`src/rtl/ram_loader_pkg.sv`:
```
// ram_loader_pkg
//   Shared types and default sizing for the ram_loader block.
//   state_e : load FSM encoding (IDLE / LOAD / DONE)
//   DW, AW, DEPTH : default data width, address width, entry count
package ram_loader_pkg;

    localparam int DW    = 8;
    localparam int AW    = 4;
    localparam int DEPTH = 2 ** AW;

    typedef enum logic [1:0] {
        IDLE = 2'd0,
        LOAD = 2'd1,
        DONE = 2'd2
    } state_e;

endpackage

```
`src/rtl/ram_loader_if.sv`:
```
// ram_loader_if
//   Bundles the byte-stream write side, the ROM-style read side and the
//   load status of ram_loader.
//   master : source/reader side (drives start, in_valid, in_data, addr)
//   slave  : ram_loader side (drives in_ready, dout, done, count, checksum)
interface ram_loader_if #(
    parameter int DW = ram_loader_pkg::DW,
    parameter int AW = ram_loader_pkg::AW
);
    logic          start;
    logic          in_valid;
    logic [DW-1:0] in_data;
    logic          in_ready;
    logic [AW-1:0] addr;
    logic [DW-1:0] dout;
    logic          done;
    logic [AW:0]   count;
    logic [DW-1:0] checksum;

    modport master (
        output start, in_valid, in_data, addr,
        input  in_ready, dout, done, count, checksum
    );

    modport slave (
        input  start, in_valid, in_data, addr,
        output in_ready, dout, done, count, checksum
    );
endinterface

```
`src/rtl/ram_sp_1r1w.sv`:
```
// ram_sp_1r1w
//   DEPTH x DW storage, one write port and one registered read port.
//   clk_i, rst_i            : clock, async active-high reset (read register only)
//   we_i, waddr_i, wdata_i  : write port
//   raddr_i, rdata_o        : read port, one-cycle latency
//   A read of the address being written returns the old contents, since the
//   read register samples the array before the write lands.
module ram_sp_1r1w #(
    parameter int DW    = ram_loader_pkg::DW,
    parameter int AW    = ram_loader_pkg::AW,
    parameter int DEPTH = 2 ** AW
) (
    input  logic          clk_i,
    input  logic          rst_i,
    input  logic          we_i,
    input  logic [AW-1:0] waddr_i,
    input  logic [DW-1:0] wdata_i,
    input  logic [AW-1:0] raddr_i,
    output logic [DW-1:0] rdata_o
);
    // Storage is deliberately not reset: contents survive rst and start.
    logic [DW-1:0] mem_q [DEPTH];
    logic [DW-1:0] rdata_q;

    always_ff @(posedge clk_i) begin
        if (we_i) mem_q[waddr_i] <= wdata_i;
    end

    always_ff @(posedge clk_i or posedge rst_i) begin
        if (rst_i) rdata_q <= '0;
        else       rdata_q <= mem_q[raddr_i];
    end

    assign rdata_o = rdata_q;
endmodule

```
`src/rtl/ram_loader.sv`:
```
// ram_loader
//   16x8 memory loaded from a valid/ready byte stream at consecutive
//   addresses from 0, read back through a ROM-style addr -> registered dout
//   port.
//   clk : clock, rising edge
//   rst : async active-high reset
//   bus : ram_loader_if.slave (start, stream in, read port, done/count/checksum)
module ram_loader
    import ram_loader_pkg::*;
#(
    parameter int DW    = ram_loader_pkg::DW,
    parameter int AW    = ram_loader_pkg::AW,
    parameter int DEPTH = 2 ** AW
) (
    input  logic           clk,
    input  logic           rst,
    ram_loader_if.slave    bus
);
    localparam logic [1:0] S_IDLE = 2'(IDLE);
    localparam logic [1:0] S_LOAD = 2'(LOAD);
    localparam logic [1:0] S_DONE = 2'(DONE);

    logic [1:0]    state_q, state_d;
    logic [AW:0]   count_q, count_d;
    logic [DW-1:0] csum_q,  csum_d;
    logic          accept;

    // start wins over a same-cycle byte, which is dropped.
    assign accept = bus.in_valid && (state_q == S_LOAD) && !bus.start;

    always_comb begin
        state_d = state_q;
        count_d = count_q;
        csum_d  = csum_q;
        if (bus.start) begin
            state_d = S_LOAD;
            count_d = '0;
            csum_d  = '0;
        end else if (accept) begin
            count_d = count_q + 1'b1;
            csum_d  = csum_q + bus.in_data;
            if (count_q == (AW+1)'(DEPTH - 1)) state_d = S_DONE;
        end
    end

    always_ff @(posedge clk or posedge rst) begin
        if (rst) begin
            state_q <= S_IDLE;
            count_q <= '0;
            csum_q  <= '0;
        end else begin
            state_q <= state_d;
            count_q <= count_d;
            csum_q  <= csum_d;
        end
    end

    // Write pointer is the low bits of count; count stops at DEPTH so it
    // never wraps.
    ram_sp_1r1w #(.DW(DW), .AW(AW), .DEPTH(DEPTH)) u_ram (
        .clk_i   (clk),
        .rst_i   (rst),
        .we_i    (accept),
        .waddr_i (count_q[AW-1:0]),
        .wdata_i (bus.in_data),
        .raddr_i (bus.addr),
        .rdata_o (bus.dout)
    );

    assign bus.in_ready = (state_q == S_LOAD);
    assign bus.done     = (state_q == S_DONE);
    assign bus.count    = count_q;
    assign bus.checksum = csum_q;
endmodule

```
`src/flat_wrapper.sv`:
```
// flat-port wrapper written by rule: the top's interface ports become plain ports
module ram_loader_flat import ram_loader_pkg::*;
#(
    parameter int DW    = ram_loader_pkg::DW,
    parameter int AW    = ram_loader_pkg::AW,
    parameter int DEPTH = 2 ** AW
)
  (clk, rst, bus_start, bus_in_valid, bus_in_data, bus_addr, bus_in_ready, bus_dout, bus_done, bus_count, bus_checksum);
  ram_loader_if #(.DW(DW), .AW(AW)) bus_i ();
  input  logic clk;
  input  logic rst;
  input wire logic [$bits(bus_i.start)-1:0] bus_start;
  input wire logic [$bits(bus_i.in_valid)-1:0] bus_in_valid;
  input wire logic [$bits(bus_i.in_data)-1:0] bus_in_data;
  input wire logic [$bits(bus_i.addr)-1:0] bus_addr;
  output wire logic [$bits(bus_i.in_ready)-1:0] bus_in_ready;
  output wire logic [$bits(bus_i.dout)-1:0] bus_dout;
  output wire logic [$bits(bus_i.done)-1:0] bus_done;
  output wire logic [$bits(bus_i.count)-1:0] bus_count;
  output wire logic [$bits(bus_i.checksum)-1:0] bus_checksum;
  assign bus_i.start = bus_start;
  assign bus_i.in_valid = bus_in_valid;
  assign bus_i.in_data = bus_in_data;
  assign bus_i.addr = bus_addr;
  assign bus_in_ready = bus_i.in_ready;
  assign bus_dout = bus_i.dout;
  assign bus_done = bus_i.done;
  assign bus_count = bus_i.count;
  assign bus_checksum = bus_i.checksum;
  ram_loader #(.DW(DW), .AW(AW), .DEPTH(DEPTH)) u_core (.clk(clk), .rst(rst), .bus(bus_i));
endmodule
```
`config.mk`:
```
export PLATFORM = sky130hd
export DESIGN_NAME = ram_loader_flat
export DESIGN_NICKNAME = d
export VERILOG_FILES = /design/src/rtl/ram_loader_pkg.sv /design/src/rtl/ram_loader_if.sv /design/src/rtl/ram_sp_1r1w.sv /design/src/rtl/ram_loader.sv /design/src/flat_wrapper.sv
export SDC_FILE = /design/constraint.sdc
export NUM_CORES = 1
export LEC_CHECK = 0
export BUFFER_PORTS_ARGS = -buffer_cell sky130_fd_sc_hd__buf_2
export CAP_MARGIN = 0
export CORE_AREA = 10 10 113 115
export CTS_CLUSTER_SIZE = 16
export DETAILED_ROUTE_END_ITERATION = 12
export DIE_AREA = 0 0 123 125
export PLACE_DENSITY = 0.78
export REMOVE_ABC_BUFFERS = 1
export SETUP_SLACK_MARGIN = 0.3
export SYNTH_ARGS = -nofsm -noshare
export SYNTH_HDL_FRONTEND = slang
export SYNTH_SLANG_ARGS = --single-unit
```
`constraint.sdc`:
```
create_clock -name clk -period 2.6 [get_ports clk]
set_clock_uncertainty 0.1 [all_clocks]
set_input_delay 0.13 -clock clk [delete_from_list [all_inputs] [get_ports clk]]
set_output_delay 0.13 -clock clk [all_outputs]
set_load 0.005 [all_outputs]
```
==> Flow_metrics.wiki, run 1 <==
{| class="wikitable"
! Metric !! Value
|-
| Result of the run || finished, final reports clean
|-
| Hold Buf Count CTS || 12
|-
| Wire length of the first global-routing pass || 20.1 mm
|-
| Async SR Flop Fraction || 15.2%
|-
| Cts repair resizes || 0
|-
| Count of different cell masters after synthesis || 40
|-
| GPL Wtd Cong || 0.815
|-
| Post-synth top flop || edfxtp_1
|-
| Final routed wirelength across all metal layers || 12.9 mm
|-
| Total number of vias || 3251
|-
| Share of the clock period used by the worst path || 84.6%
|-
| Total clock buffers created by CTS || 17
|-
| Iteration count of the initial detailed-routing pass || 4
|-
| Via count of the first global-routing pass || 3441
|-
| Worst Reg2Reg Path Length in Cells || 6
|-
| Syn avg cell area || 19.2 um2
|-
| Cell type contributing the most total cell area after synthesis || edfxtp_1
|-
| Initial antenna violation count || 0
|-
| Transition time of the tightest slew-check pin || 421 ps
|-
| Cell types with the highest counts after synthesis || edfxtp_1 (128), mux4_1 (24), dfrtp_1 (23)
|-
| Filler cell count || 654
|-
| Synthesized flop and latch total || 151
|-
| Critical R2R Capture || u_core.bus.checksum[7]
|-
| Count of warnings emitted by yosys || 0
|-
| Total of buffers placed on input and output ports || 38
|-
| Core Region || 0.0106 mm2
|-
| Hold violation total from the final report || 0
|-
| Post-synth EDFFs || 128
|-
| Area delta synth->final || 18.0%
|-
| Cell-by-cell listing of the critical path || ha_1 -> nand2_1 -> or3_1 -> a311o_1 -> o211ai_1 -> mux2_1
|-
| Class of the most critical setup path || register to register
|-
| Inserted Diodes || 0
|-
| Largest stage delay, worst path || 400 ps
|-
| CTS Sinks || 151
|-
| Flop pwr share || 50.1%
|-
| Sw Share || 20.6%
|-
| Detailed router's first-iteration violation count || 252
|-
| Starting utilization of the core area || 58.8%
|-
| Die area || 0.0154 mm2
|-
| Reported leakage power || 2.71 nW
|-
| Time the final worst path needs with I/O delays and setup || 2200 ps
|-
| Worst hold-check slack || 118 ps
|-
| VDD IR max || 0.600 mV
|-
| Die Height || 125 um
|-
| # IOs || 39
|-
| Power density over the cells || 733 mW/mm2
|-
| Final #Nets || 428
|-
| Share of post-route cells with drive strength above 1 || 25.2%
|-
| Gate count of the mapped netlist || 324
|-
| Proportion of netlist area held by the largest area contributor || 61.6%
|-
| Largest net degree at the start of global routing || 33
|-
| Clock slew seen by the registers of the worst setup and hold paths || 60 ps
|-
| Top area cells in the synthesized netlist || edfxtp_1 (62%), mux4_1 (10%), dfrtp_1 (9.2%)
|-
| Tightest slew margin relative to the limit || 71.9%
|-
| Net Sw Power || 1.11 mW
|-
| Final setup violating endpoints || 0
|-
| Proportion of synthesized chip area in sequential cells || 70.9%
|-
| Maximum level of the CTS H-tree || 4
|-
| Cell with the largest stage delay on the worst path || dfrtp_1
|-
| Antenna-violating nets left || 0
|-
| RR Startpoint || u_core.bus.checksum[5]
|-
| Critical path data arrival time || 2510 ps
|-
| Number of buffers added for setup after CTS || 0
|-
| Worst endpoint required time || 2910 ps
|-
| Average wire per standard cell || 23.3 um
|-
| P_int || 4.28 mW
|-
| Post-synthesis instance area || 0.00624 mm2
|-
| Max-Cap Viols || 0
|-
| Ratio of routed vias to standard cells || 5.89
|-
| Total number of placement rows || 38
|-
| Final-report max-slew violation count || 0
|-
| Residual overflow from global routing || 0
|-
| Worst setup slack for register-to-register paths || 400 ps
|-
| Setup repair after global routing missed its margin || no
|-
| TritonCTS clock tree || done
|-
| Type of the tightest min-delay check || input pin to async pin
|-
| Max Clk Rate || 454 MHz
|-
| Root cell of the clock tree || clkbuf_8
|-
| Logic pwr share || 6.8%
|-
| Post-route total power || 5.39 mW
|-
| Proportion of power drawn by the clock network || 43.1%
|-
| Final setup TNS || 0 ps
|-
| GRT Util Overall || 17.8%
|-
| Die X || 123 um
|-
| Worst setup SP type || register
|-
| Worst-path maximum fanout || 6
|-
| Post-DP HPWL || 7.64 mm
|-
| Final routed DRC violation total || 0
|-
| Dominant cell by count in the synthesized netlist || edfxtp_1
|-
| Endpoint class of the critical path || register
|-
| Clock insertion delay at the later pin of the skew report || 530 ps
|-
| Clock tree buffer depth || 2
|}
## layer usage
metal | part of all wire [%] | track usage [%]
met5 | 0 | 0
met3 | 5.8 | 5.31
met4 | 2.0 | 6.44
met1 | 40 | 22.0
met2 | 52 | 29.2
## per-stage QoR
| step | utilization (%) | setup slack, ps | std cells | instance area [um2] |
|---|---|---|---|---|
| after floorplan | - | 415 | 308 | 6130 |
| after global placement | 62.9 | 474 | 508 | 6670 |
| after detailed placement | 62.9 | 429 | 508 | 6670 |
| after CTS | 69.4 | 420 | 552 | 7360 |
| after global routing | 69.4 | 333 | 552 | 7360 |
| final | 69.4 | 399 | 552 | 7360 |
## area by class of cell
cell class | count | area (um2) | share of cell area, %
Multi-Input combinational cell | 152 | 1690 | 23.0
Clock inverter | 9 | 100 | 1.36
Clock buffer | 23 | 467 | 6.34
Timing Repair Buffer | 72 | 488 | 6.63
Tap cell | 140 | 175 | 2.38
Inverter | 5 | 18.8 | 0.255
Sequential cell | 151 | 4420 | 60.1
## state kept, by name, summed over array words and instances, names as in the netlist
| register | count |
|---|---|
| u_core.u_ram.rdata_o | 8 |
| u_core.state_q | 2 |
| u_core.u_ram.mem_q | 128 |
| u_core.bus.checksum | 8 |
| u_core.bus.count | 5 |
## how the worst max path moves through the flow
| stage | start | to |
|---|---|---|
| after global placement | u_core.bus.checksum[5] | u_core.bus.checksum[7] |
| final | u_core.bus.checksum[5] | u_core.bus.checksum[7] |
| after floorplan | u_core.state_q[1] | u_core.u_ram.mem_q[0][0] |
| after CTS | u_core.bus.checksum[5] | u_core.bus.checksum[7] |
| after global routing | u_core.bus.checksum[5] | u_core.bus.checksum[7] |
| after detailed placement | u_core.bus.checksum[5] | u_core.bus.checksum[7] |
## worst max-delay path: cells and delay by family (launching register included)
kind | cells | cell delay (ps)
AND/OR/NAND/NOR | 2 | 500
multiplexers | 1 | 340
flip-flops | 1 | 400
AO/OA/AOI/OAI | 2 | 370
adder cells (fa/ha/maj) | 1 | 380
## placed cells by master (no fill, tap or decap), types with 4 or more instances in the layout
cell type and instances:
a21oi_1 9, buf_2 38, buf_4 21, clkbuf_16 16, clkbuf_8 4, clkinv_2 4
dfrtp_1 23, dlygate4sd3_1 12, edfxtp_1 128, ha_1 12, inv_1 5, mux4_1 24
mux4_2 16, nand2_1 21, nand3_1 5, nor2_1 22, nor3_1 5
## cells by family after synthesis
logic type                 Yosys count  synth area share [%]
muxes                               41                  16.1
adders and majority gates           13                  2.73
DFF                                151                  70.9
xor gates and xnor gates             5                 0.702
AOI/OAI and AO/OA                   24                  2.47
and+or+nand+nor                     69                  5.12
buffers and inverters               21                  2.05
## power groups by stage
stage	clock network [mW]	logic, mW	registers, mW
finish	2.32	0.367	2.70
global route	2.45	0.405	2.70
CTS	2.37	0.371	2.70
detailed placement	0	0.353	2.75
global placement	0	0.342	2.75
floorplan	0	0.185	2.75
No activity file was read; power rests on OpenSTA's default activity.
==> run 2: changes to the inputs <==
--- a/config.mk
+++ b/config.mk
@@ -5,13 +5,14 @@
 export SDC_FILE = /design/constraint.sdc
 export NUM_CORES = 1
 export LEC_CHECK = 0
+export ABC_AREA = 1
 export BUFFER_PORTS_ARGS = -buffer_cell sky130_fd_sc_hd__buf_2
 export CAP_MARGIN = 0
-export CORE_AREA = 10 10 113 115
+export CORE_AREA = 10 10 121 123
 export CTS_CLUSTER_SIZE = 16
 export DETAILED_ROUTE_END_ITERATION = 12
-export DIE_AREA = 0 0 123 125
-export PLACE_DENSITY = 0.78
+export DIE_AREA = 0 0 131 133
+export PLACE_DENSITY = 0.74
 export REMOVE_ABC_BUFFERS = 1
 export SETUP_SLACK_MARGIN = 0.3
 export SYNTH_ARGS = -nofsm -noshare
==> constraint.sdc (replaced) <==
create_clock -name clk -period 1.9 [get_ports clk]
set_clock_uncertainty 0.1 [all_clocks]
set_input_delay 0.095 -clock clk [delete_from_list [all_inputs] [get_ports clk]]
set_output_delay 0.095 -clock clk [all_outputs]
set_load 0.005 [all_outputs]
==> run 2 against run 1 <==
Core utilization shrank 5.1 points. Die area is 13% higher. Synthesized area rose by 4.5%. Sequential share of layout area shrank 4.4 points. Critical path depth unchanged. Highest routed layer unchanged.
==> Flow_metrics.wiki, run 2 <==
{| class="wikitable"
! Metric !! Value
|-
| Result of the run || finished, final reports clean
|-
| Final routed DRC violation total || 0
|-
| Synthesized flop and latch total || 151
|-
| Max-Cap Viols || 0
|-
| Tightest slew margin relative to the limit || 64.4%
|-
| Area delta synth->final || 21.9%
|-
| Starting utilization of the core area || 52.7%
|-
| Worst Reg2Reg Path Length in Cells || 6
|-
| Die X || 131 um
|-
| Wire length of the first global-routing pass || 22.9 mm
|-
| Reported leakage power || 3.25 nW
|-
| Residual overflow from global routing || 0
|-
| Final setup violating endpoints || 0
|-
| Setup repair after global routing missed its margin || yes
|-
| Proportion of netlist area held by the largest area contributor || 59.0%
|-
| Max Clk Rate || 614 MHz
|-
| Final-report max-slew violation count || 0
|-
| # IOs || 39
|-
| Register with the most flip-flops || u_core.u_ram.mem_q
|-
| Cell type contributing the most total cell area after synthesis || edfxtp_1
|-
| Critical R2R Capture || u_core.u_ram.mem_q[3][1]
|-
| Area of the multi-input gates || 0.00178 mm2
|-
| Total of buffers placed on input and output ports || 38
|-
| # placed instances || 778
|-
| Endpoint class of the critical path || register
|-
| Async SR Flop Fraction || 15.2%
|-
| Crit path buf inv count || 2
|-
| Via count of the first global-routing pass || 4421
|-
| Inserted Diodes || 0
|-
| Hold endpoint || u_core.bus.checksum[3]
|-
| RR Startpoint || u_core.state_q[1]
|-
| Post-DP HPWL || 9.76 mm
|-
| Root cell of the clock tree || clkbuf_16
|-
| Power density over the cells || 971 mW/mm2
|-
| Count of different cell masters after synthesis || 31
|-
| Post-synth top flop || edfxtp_1
|-
| Worst setup SP type || register
|-
| Class of the most critical setup path || register to register
|-
| Post-synthesis instance area || 0.00652 mm2
|-
| Count of warnings emitted by yosys || 0
|-
| Final #Nets || 666
|-
| GRT Util Overall || 17.4%
|-
| Filler cell count || 907
|-
| VDD IR max || 0.522 mV
|-
| Final setup TNS || 0 ps
|-
| Non-Filler Cell Area, Final || 0.00795 mm2
|-
| Post-layout instance count excluding filler cells || 822
|-
| Maximum level of the CTS H-tree || 4
|-
| Syn avg cell area || 11.6 um2
|-
| Total number of placement rows || 41
|-
| Initial antenna violation count || 0
|-
| GPL Wtd Cong || 0.912
|-
| Iteration count of the initial detailed-routing pass || 6
|-
| Final routed wirelength across all metal layers || 14.9 mm
|-
| Most frequent standard cell in the layout excluding fill and tap cells || edfxtp_1
|-
| Largest stage delay, worst path || 410 ps
|-
| Clock slew seen by the registers of the worst setup and hold paths || 60 ps
|-
| Worst endpoint required time || 1930 ps
|-
| Cell area after placement || 0.00706 mm2
|-
| Type of the tightest min-delay check || input pin to register
|-
| Worst path top cell family by delay || simple AND/OR/NAND/NOR gates
|-
| Hold path startpoint || bus_in_data[3]
|-
| CTS Sinks || 151
|-
| Cell with the largest stage delay on the worst path || dfrtp_1
|-
| TritonCTS clock tree || done
|-
| Worst setup slack for register-to-register paths || 270 ps
|-
| Clock insertion delay at the later pin of the skew report || 410 ps
|-
| Proportion of synthesized chip area in sequential cells || 67.8%
|-
| Total clock buffers created by CTS || 17
|-
| Critical path data arrival time || 1660 ps
|-
| Most used cells in the layout excluding fill and tap cells || edfxtp_1 (128), nand2_1 (90), inv_1 (84), nand3_1 (56), o211ai_1 (43)
|-
| Gate count of the mapped netlist || 561
|-
| Post-route total power || 7.72 mW
|-
| Die Height || 133 um
|-
| Hold violation total from the final report || 0
|-
| Detailed router's first-iteration violation count || 402
|-
| Core Region || 0.0124 mm2
|-
| Clock tree buffer depth || 2
|-
| Ratio of routed vias to standard cells || 5.42
|-
| Flip-flop count of the largest register after layout || 128
|-
| Worst hold stages || 4
|-
| Antenna-violating nets left || 0
|-
| Sequential standard cell area || 0.00442 mm2
|-
| Transition time of the tightest slew-check pin || 534 ps
|-
| Average wire per standard cell || 18.1 um
|-
| Cell-by-cell listing of the critical path || nor2_4 -> nand2_4 -> clkinv_2 -> nand2_8 -> nor3_2 -> buf_6
|-
| Die area || 0.0174 mm2
|-
| Largest net degree at the start of global routing || 41
|-
| Share of the clock period used by the worst path || 85.7%
|-
| Worst-path maximum fanout || 9
|-
| Share of post-route cells with drive strength above 1 || 21.4%
|-
| Dominant cell by count in the synthesized netlist || edfxtp_1
|-
| Final Core Density || 64.3%
|-
| Total number of vias || 4458
|-
| Top area cells in the synthesized netlist || edfxtp_1 (59%), dfrtp_1 (8.8%), nand2_1 (5.5%)
|-
| Cell types with the highest counts after synthesis || edfxtp_1 (128), nand2_1 (95), inv_1 (87)
|-
| Post-synth EDFFs || 128
|-
| Time the final worst path needs with I/O delays and setup || 1630 ps
|}
-- run 2: cell count changes after synthesis, moves of 17 or more --
cell / before / now
nand3_1: 5 / 57
a21oi_1: 9 / 26
inv_1: 5 / 87
mux4_1: 24 / 0
nand2_1: 21 / 95
o21ai_0: 1 / 24
o211ai_1: 3 / 43
-- run 2: report_power, final --
group	switching [mW]	leakage [nW]	internal [mW]	total, mW
registers	0.0377	1.44	3.66	3.70
logic	0.406	1.52	0.243	0.649
clock network	1.20	0.288	2.17	3.37
-- run 2: per-stage QoR --
stage,setup WS [ps],hold slack [ps]
detailed placement,142,65.0
finish,271,42.7
CTS,281,23.1
global placement,219,70.1
global route,185,29.5
floorplan,-232,-3.08
-- run 2: kinds of logic (layout without fill, tap and decap cells) --
kind of cell	Yosys count	after routing	synth area share, %
buffers and inverters	114	203	7.37
DFF	151	151	67.8
and+or+nand+nor	182	182	12.4
adders and majority gates	13	13	2.61
xor gates and xnor gates	1	1	0.134
AOI/OAI and AO/OA	100	100	9.71
-- run 2: worst max path at each step --
stage / endpoint / cells past startpoint / from / slack, ps
final: u_core.u_ram.mem_q[3][1] / 6 / u_core.state_q[1] / 270
after global placement: u_core.u_ram.mem_q[0][7] / 6 / u_core.state_q[1] / 220
after global routing: u_core.bus.checksum[6] / 9 / u_core.bus.checksum[0] / 180
after detailed placement: u_core.u_ram.mem_q[0][7] / 7 / u_core.state_q[0] / 140
after floorplan: u_core.u_ram.mem_q[6][0] / 4 / u_core.bus.count[0] / -230
after CTS: u_core.u_ram.mem_q[3][3] / 7 / u_core.state_q[0] / 280
-- run 2: final cells by class --
class | instances | area share [%]
Sequential cell | 151 | 55.6
Multi-Input combinational cell | 296 | 22.4
Timing Repair Buffer | 82 | 7.51
Clock buffer | 20 | 5.50
Inverter | 89 | 4.25
Tap cell | 172 | 2.71
Clock inverter | 12 | 1.98
-- run 2: what timing repair did --
action,in CTS,in global routing
pin swaps,9,4
hold buffers,4,0
buffers inserted,5,3
resized for setup,13,28
hold endpoints to repair,32,0
endpoints found under the setup margin,131,133
-- run 2: worst reg2reg max path, stage by stage, from the launching register on --
cell and delay (ps):
dfrtp_1 410, nor2_4 160, nand2_4 120, clkinv_2 110, nand2_8 110, nor3_2 170
buf_6 170
-- run 2: layer usage --
| layer | global-route usage [%] | up-vias | wire, um |
|---|---|---|---|
| met2 | 29.2 | 188 | 7470 |
| li1 | - | 2103 | - |
| met4 | 7.11 | 0 | 504 |
| met3 | 3.96 | 32 | 927 |
| met5 | 0 | - | 0 |
| met1 | 21.1 | 2135 | 5950 |
